<file path="src/rtl/round_timer_ctrl.sv">
`default_nettype none
// ============================================================================
//  Module   : round_timer_ctrl
//  Purpose  : Two-digit countdown timer with prescaled tick and expiry blink.
//  Revision : 1.0
// ============================================================================
module round_timer_ctrl #(
    parameter int CLKS_PER_TICK = 50000000,
    parameter int MAX_TIME      = 99,
    parameter int BLINK_TICKS   = 1
) (
    input  logic       clk,
    input  logic       rst_n,
    input  logic [7:0] load_value,
    input  logic       load,
    input  logic       start,
    input  logic       pause,
    input  logic       clear,
    output logic [7:0] time_value,
    output logic       running,
    output logic       expired,
    output logic       blank,
    output logic       tick
);

    localparam int c_presc_w = (CLKS_PER_TICK > 1) ? $clog2(CLKS_PER_TICK) : 1;
    localparam int c_blink_w = (BLINK_TICKS > 1) ? $clog2(BLINK_TICKS) : 1;
    localparam logic [c_presc_w-1:0] c_presc_last = c_presc_w'(CLKS_PER_TICK - 1);
    localparam logic [c_blink_w-1:0] c_blink_last = c_blink_w'(BLINK_TICKS - 1);
    localparam logic [7:0]           c_max_time   = 8'(MAX_TIME);

    typedef enum logic [1:0] {
        ST_IDLE    = 2'd0,
        ST_RUN     = 2'd1,
        ST_PAUSED  = 2'd2,
        ST_EXPIRED = 2'd3
    } state_t;

    state_t               r_state_q, w_state_d;
    logic [7:0]           r_time_q, w_time_d;
    logic [c_presc_w-1:0] r_presc_q, w_presc_d;
    logic [c_blink_w-1:0] r_blink_q, w_blink_d;
    logic                 r_blank_q, w_blank_d;
    logic                 r_tick_q, w_tick_d;
    logic                 r_running_q, r_expired_q;

    logic [7:0]           w_load_sat;
    logic                 w_presc_wrap;

    assign w_load_sat   = (load_value > c_max_time) ? c_max_time : load_value;
    assign w_presc_wrap = (r_presc_q == c_presc_last);

    // Commands that are not legal in the current state fall through to the
    // next lower-priority command, then to normal counting.
    always_comb begin
        w_state_d = r_state_q;
        w_time_d  = r_time_q;
        w_presc_d = r_presc_q;
        w_blink_d = r_blink_q;
        w_blank_d = r_blank_q;
        w_tick_d  = 1'b0;

        if (clear) begin
            w_state_d = ST_IDLE;
            w_time_d  = 8'd0;
            w_presc_d = '0;
            w_blink_d = '0;
            w_blank_d = 1'b0;
        end else if (load && (r_state_q != ST_RUN)) begin
            w_state_d = ST_IDLE;
            w_time_d  = w_load_sat;
            w_presc_d = '0;
            w_blink_d = '0;
            w_blank_d = 1'b0;
        end else if (start && (r_state_q == ST_IDLE)) begin
            w_state_d = (r_time_q != 8'd0) ? ST_RUN : ST_EXPIRED;
            w_presc_d = '0;
            w_blink_d = '0;
            w_blank_d = 1'b0;
        end else if (start && (r_state_q == ST_PAUSED)) begin
            // Prescaler is kept so the partial second survives the pause.
            w_state_d = ST_RUN;
        end else if (pause && (r_state_q == ST_RUN)) begin
            w_state_d = ST_PAUSED;
        end else if (r_state_q == ST_RUN) begin
            if (w_presc_wrap) begin
                w_presc_d = '0;
                w_tick_d  = 1'b1;
                if (r_time_q != 8'd0) begin
                    w_time_d = r_time_q - 8'd1;
                end
                if (r_time_q <= 8'd1) begin
                    w_state_d = ST_EXPIRED;
                    w_blink_d = '0;
                    w_blank_d = 1'b0;
                end
            end else begin
                w_presc_d = r_presc_q + c_presc_w'(1);
            end
        end else if (r_state_q == ST_EXPIRED) begin
            if (w_presc_wrap) begin
                w_presc_d = '0;
                w_tick_d  = 1'b1;
                if (r_blink_q == c_blink_last) begin
                    w_blink_d = '0;
                    w_blank_d = ~r_blank_q;
                end else begin
                    w_blink_d = r_blink_q + c_blink_w'(1);
                end
            end else begin
                w_presc_d = r_presc_q + c_presc_w'(1);
            end
        end
    end

    always_ff @(posedge clk or negedge rst_n) begin
        if (!rst_n) begin
            r_state_q   <= ST_IDLE;
            r_time_q    <= 8'd0;
            r_presc_q   <= '0;
            r_blink_q   <= '0;
            r_blank_q   <= 1'b0;
            r_tick_q    <= 1'b0;
            r_running_q <= 1'b0;
            r_expired_q <= 1'b0;
        end else begin
            r_state_q   <= w_state_d;
            r_time_q    <= w_time_d;
            r_presc_q   <= w_presc_d;
            r_blink_q   <= w_blink_d;
            r_blank_q   <= w_blank_d;
            r_tick_q    <= w_tick_d;
            r_running_q <= (w_state_d == ST_RUN);
            r_expired_q <= (w_state_d == ST_EXPIRED);
        end
    end

    assign time_value = r_time_q;
    assign running    = r_running_q;
    assign expired    = r_expired_q;
    assign blank      = r_blank_q;
    assign tick       = r_tick_q;

endmodule
`default_nettype wire

</file>
<file path="config.mk">
export PLATFORM = sky130hd
export DESIGN_NAME = round_timer_ctrl
export DESIGN_NICKNAME = d
export VERILOG_FILES = /design/src/rtl/round_timer_ctrl.sv
export SDC_FILE = /design/constraint.sdc
export NUM_CORES = 1
export LEC_CHECK = 0
export CAP_MARGIN = 20
export CORE_MARGIN = 5
export CORE_UTILIZATION = 50
export DETAILED_ROUTE_END_ITERATION = 12
export DONT_BUFFER_PORTS = 1
export HOLD_SLACK_MARGIN = 0.15
export MAX_ROUTING_LAYER = met4
export SYNTH_ARGS = -nofsm -noshare
export SYNTH_HDL_FRONTEND = slang
export SYNTH_SLANG_ARGS = --single-unit
</file>
<file path="constraint.sdc">
create_clock -name clk -period 2.95 [get_ports clk]
set_clock_uncertainty 0.2 [all_clocks]
set_input_delay 0 -clock clk [delete_from_list [all_inputs] [get_ports clk]]
set_output_delay 0 -clock clk [all_outputs]
set_load 0.01 [all_outputs]
</file>
== Yosys cells after proc, flatten, opt, wreduce, memory -nomap -nowiden ==
Index checks and enable logic that the tools add are counted.

* Output and inout port bits: 12
* Input bits: 14
* Register bits: 41
* Logic and storage cells: 98

* Bitwise logic cells: 1
* Muxes and demuxes: 54
* $lt $le $gt $ge: 2
* Eq/ne operators: 16
* Reduce and logical (&&, ||, !) cells: 14
* Add/sub/neg operators: 3

{| class="wikitable"
|+ Operators by type and width
! cell !! count
|-
| 26-bit two-way mux || 8
|-
| 8-bit two-way mux || 9
|-
| 1-bit two-way mux || 28
|-
| 26-bit by 1-bit adder with 26-bit output (second input constant) || 1
|-
| 26-bit equality test (second input constant) || 1
|-
| 2-bit two-way mux || 9
|-
| 6-bit AND reduction || 2
|-
| 5-bit inequality test (second input constant) || 2
|-
| 3-bit inequality test (second input constant) || 3
|-
| 3-bit nonzero test || 3
|-
| 8-bit by 7-bit greater-than comparator with 1-bit output (second input constant) || 1
|-
| 8-bit by 1-bit <= comparator with 1-bit output (second input constant) || 1
|-
| 4-bit inequality test (second input constant) || 2
|-
| 8-bit nonzero test || 1
|-
| 8-bit by 1-bit subtractor with 8-bit output (second input constant) || 1
|-
| 7-bit AND reduction || 1
|-
| 2-bit equality test (second input constant) || 3
|-
| 5-bit by 2-bit inequality test with 1-bit output (second input constant) || 1
|-
| 5-bit by 4-bit inequality test with 1-bit output (second input constant) || 1
|-
| 5-bit nonzero test || 1
|-
| 2-bit by 1-bit equality test with 1-bit output (second input constant) || 2
|-
| 1-bit logical AND || 4
|-
| 3-bit AND reduction || 1
|-
| 2-bit logical NOT || 1
|-
| other kinds (3) || 3
|}

== Depth between registers and ports, before layout ==
* Depth in word-level cells: 10
* Mapped depth: 8
* Depth with buffers taken out: 7

== Worst setup path after synthesis ==
OpenSTA, ideal clock, no wires.

* Path type: register to register
* From: register r_presc_q[8]
* To: register r_presc_q[5]
* Data arrival time: 1.921 ns
* Library setup time: 0.121 ns
* Cell stages (with the launch flop): 7
* Data required time: 2.629 ns
* Period minus slack after synthesis: 2.242 ns
* Path slack: 0.708 ns
* Path buffers: 1
* Path through: dfrtp_1 nor4_1 nand4_1 or4_4 a21oi_4 buf_2 nor2_1

* Longest elaborated chain between the ends: 9

{| class="wikitable"
|+ RTL lines
! item !! RTL line !! source
|-
| start, declared || 41 || <nowiki>logic [c_presc_w-1:0] r_presc_q, w_presc_d;</nowiki>
|-
| start signal, assigned || 129 || <nowiki>r_presc_q <= w_presc_d;</nowiki>
|-
| 26-bit equality test * || 51 || <nowiki>assign w_presc_wrap = (r_presc_q == c_presc_last);</nowiki>
|-
| 26-bit two-way mux * || 86, 101 ||
|-
| 26-bit two-way mux || 100 || <nowiki>end else if (r_state_q == ST_EXPIRED) begin</nowiki>
|-
| 26-bit two-way mux * || 85 || <nowiki>end else if (r_state_q == ST_RUN) begin</nowiki>
|-
| 26-bit two-way mux * || 83 || <nowiki>end else if (pause && (r_state_q == ST_RUN)) begin</nowiki>
|-
| 26-bit two-way mux * || 80 || <nowiki>end else if (start && (r_state_q == ST_PAUSED)) begin</nowiki>
|-
| 26-bit two-way mux * || 75 || <nowiki>end else if (start && (r_state_q == ST_IDLE)) begin</nowiki>
|-
| 26-bit two-way mux * || 69 || <nowiki>end else if (load && (r_state_q != ST_RUN)) begin</nowiki>
|-
| 26-bit two-way mux * || 63 || <nowiki>if (clear) begin</nowiki>
|}

Every way passes the cells marked *; elsewhere a longest branch is shown, timed or not. The select of a mux whose other input is x is not followed.
A chain may end at the register's enable or synchronous reset.

== Worst setup path in the final report ==
* From: register r_presc_q[18]
* To: register r_time_q[5] (netlist: time_value[5])

* Longest elaborated chain between the ends: 3

{| class="wikitable"
|+ RTL lines
! item !! RTL line !! source
|-
| 26-bit equality test || 51 ||
|-
| 3-bit nonzero test (no source line) || - ||
|-
| 6-bit AND reduction (no source line) || - ||
|-
| end signal, assigned || 128 || <nowiki>r_time_q <= w_time_d;</nowiki>
|-
| end, declared || 40 || <nowiki>logic [7:0] r_time_q, w_time_d;</nowiki>
|}

Every way passes these cells.

==> results.py <==
metrics = {
    "clocking": {
        "cts_root_buf": "clkbuf_8",
        "tritoncts": "done",
        "insertion_delay_ns": 0.30,
        "cts_max_path_buffers": 2,
        "clock_sinks": 40,
        "numCtsBuffers": 5,
        "htreeDepth": 2,
        "clkSlewWorstSetupHoldPaths_ns": 0.08,
    },
    "layout": {
        "num-fill-cells": 402,
        "fin_nets": 310,
        "final_cells": 360,
        "multi_input_area_um2": 1390,
        "post-route-util_pct": 61.6,
        "area_growth_pct": 20.2,
        "register_area_um2": 1000,
        "finalInstanceArea_um2": 2910,
        "layout-drive-gt1-share_pct": 13.7,
        "num_antenna_cells": 0,
    },
    "drt": {
        "first_iter_violations": 259,
        "drtPass1Iterations": 4,
        "drt-total-wl_um": 6640,
        "wl_per_cell_um": 18.4,
        "avgViaCountPerCell": 6.21,
        "dr_total_vias": 2236,
        "drc": 0,
        "postRouteAntennaNets": 0,
    },
    "floorplan": {
        "coreArea_um2": 4720,
        "die_h_um": 79.6,
        "die_area_um2": 6330,
        "rows": 25,
        "start_util_pct": 51.2,
        "die_w_um": 79.6,
        "ios": 26,
    },
    "critical_path": {
        "crit_path_end_kind": "flop",
        "required_ns": 2.93,
        "path_cells": "nor4bb_1 > nand4_1 > or4_4 > o21ai_1 > a311oi_2 > dlygate4sd3_1",
        "r2r_setup_slack_ns": 0.07,
        "cp_slowest_cell": "or4_4",
        "crit_path_max_fanout": 7,
        "startpoint_type": "flop",
        "max_stage_delay_ns": 0.63,
        "criticalPathCategory": "reg2reg",
        "cp_data_arrival_time_ns": 2.87,
    },
    "yosys": {
        "ys_ff_latch": 40,
        "synth_common_cells": "dfrtp_1, nor2_1, o21ai_0",
        "synth_ff_type": "dfrtp_1",
        "synthTopCellsByArea": "dfrtp_1, xor2_1, o21ai_0",
        "netlist_area_um2": 2420,
        "yosysUniqueCellTypes": 51,
        "yosysSeqAreaShare_pct": 41.4,
        "yosysMostFrequentCell": "dfrtp_1",
        "netlist_instances": 265,
        "synthArstFlopShare_pct": 100,
        "yosysTopAreaCell": "dfrtp_1",
        "yosys_warnings": 0,
        "synthesis.nets": 283,
        "synth-edff-count": 0,
        "synth_area_per_cell_um2": 9.13,
        "synth_top_area_share_pct": 41.4,
    },
    "pwr": {
        "p_seq_share_pct": 51.0,
        "power.internal_mw": 0.816,
        "swShare_pct": 28.3,
        "power_mw": 1.14,
        "p_leak_nw": 1.11,
        "comb_power_share_pct": 15.0,
        "power_per_cell_area_nw_per_um2": 391,
        "switching_power_mw": 0.323,
        "power_frac_clock_pct": 34.0,
        "ir_drop_mv": 0.183,
    },
    "status": {
        "outcome": "finished, final reports clean",
    },
    "timing": {
        "fin_crit_ns": 2.88,
        "maxSlewHeadroom_pct": 33.9,
        "finalCritPeriodShare_pct": 97.7,
        "hold_viol_final": 0,
        "setup-tns-final_ns": 0,
        "fmax_mhz": 347,
        "worst_pin_slew_ns": 0.988,
        "finalMaxSlewViolations": 0,
        "setup_viol": 0,
    },
    "placement": {
        "finalWeightedCongestion": 0.886,
        "place_inst": 327,
        "dp_hpwl_um": 4350,
        "port_buffers": 0,
        "post_dp_cell_area_um2": 2500,
    },
    "global_route": {
        "antenna_found_initial": 0,
        "overflow": 0,
        "grt_max_degree": 41,
        "grt_pass1_wl_um": 10700,
        "grt_pass1_vias": 2078,
        "grtUsageTotal_pct": 22.0,
    },
    "flow_run": {
        "cap_viol_max_count": 0,
    },
    "worst_hold_path": {
        "hold_path_class": "in2reg",
    },
}
==> worst paths after layout <==
| check | start | end | cells after the start |
|---|---|---|---|
| max | r_presc_q[18] | time_value[5] | 6 |
| min | load | r_presc_q[12] | 4 |
| max reg2reg | r_presc_q[18] | time_value[5] | 6 |
| min reg2reg | r_presc_q[6] | r_presc_q[6] | 1 |
| max in group asynchronous | rst_n | r_state_q[1] | 4 |
| min in group asynchronous | rst_n | r_presc_q[15] | 4 |
==> through the flow <==
stage | setup slack [ns] | hold slack (ns)
6_report | 0.0664 | 0.181
5_1_grt | -0.00695 | 0.196
4_1_cts | 0.160 | 0.175
3_5_place_dp | 0.360 | -0.494
3_3_place_gp | 0.435 | -0.494
2_1_floorplan | 0.708 | -0.496
==> kinds of logic after synthesis <==
logic type	share of synthesized area [%]
mux	0.465
buf+inv	2.95
xor+xnor	4.71
simple gates	29.2
fa+ha+maj	2.07
compound gates	19.2
flops	41.4
==> routing by layer <==
metal	vias to the layer above	global-route usage, %	wire (um)
met1	1086	31.6	3130
met5	-	-	0
met4	0	6.53	63
met2	78	30.6	3010
met3	7	5.53	443
li1	1065	-	-
==> power by group through the flow <==
stage               clock network [mW]  logic [mW]  registers, mW
finish                           0.387       0.171          0.581
global route                     0.420       0.187          0.582
CTS                              0.386       0.161          0.578
detailed placement                   0       0.112          0.590
global placement                     0       0.112          0.590
floorplan                            0      0.0934          0.582
==> registers in the layout (all words and copies together), names as in the netlist <==
register    count
tick            1
r_presc_q      26
running         1
expired         1
blank           1
r_state_q       2
time_value      8
==> timing repair <==
item,CTS,global route
buffers inserted,0,1
setup endpoints to repair,0,2
hold endpoints to repair,80,0
hold buffers,24,0
gates resized for setup,0,12
==> cell usage in the layout, fill, tap and decap left out, types with 4 or more instances in the layout <==
cell           synthesis  routed
nand2_1               12      11
or4_1                  8       8
nor3_1                15      14
o211ai_1               4       4
buf_4                  0       7
o31ai_1                5       5
clkbuf_8               0       6
inv_1                  7       7
o2111ai_1              7       7
dfrtp_1               40      37
or3_1                  9       9
ha_1                   4       4
o21ai_0               17      16
and3_1                 4       4
nand2b_1               6       6
a21oi_1               15      15
nand3_1               11      11
nor4_1                 7       4
nor2_1                22      22
nand4_1                8       8
dlygate4sd3_1          0      22
xor2_1                11      11
==> final cells by class <==
type	count	share of cell area, %
Tap cell	67	2.88
Clock inverter	2	0.344
Sequential cell	40	34.5
Inverter	7	0.903
Timing Repair Buffer	31	10.8
Multi-Input combinational cell	207	47.7
Clock buffer	6	2.84
==> critical path: cells and delay by family (launching register included) <==
kind	cells	cell delay, ns
AND/OR/NAND/NOR	3	1.16
buffers and inverters	1	0.61
flip-flops	1	0.47
AO/OA/AOI/OAI	2	0.34
Power figures use the tool's default switching activity.
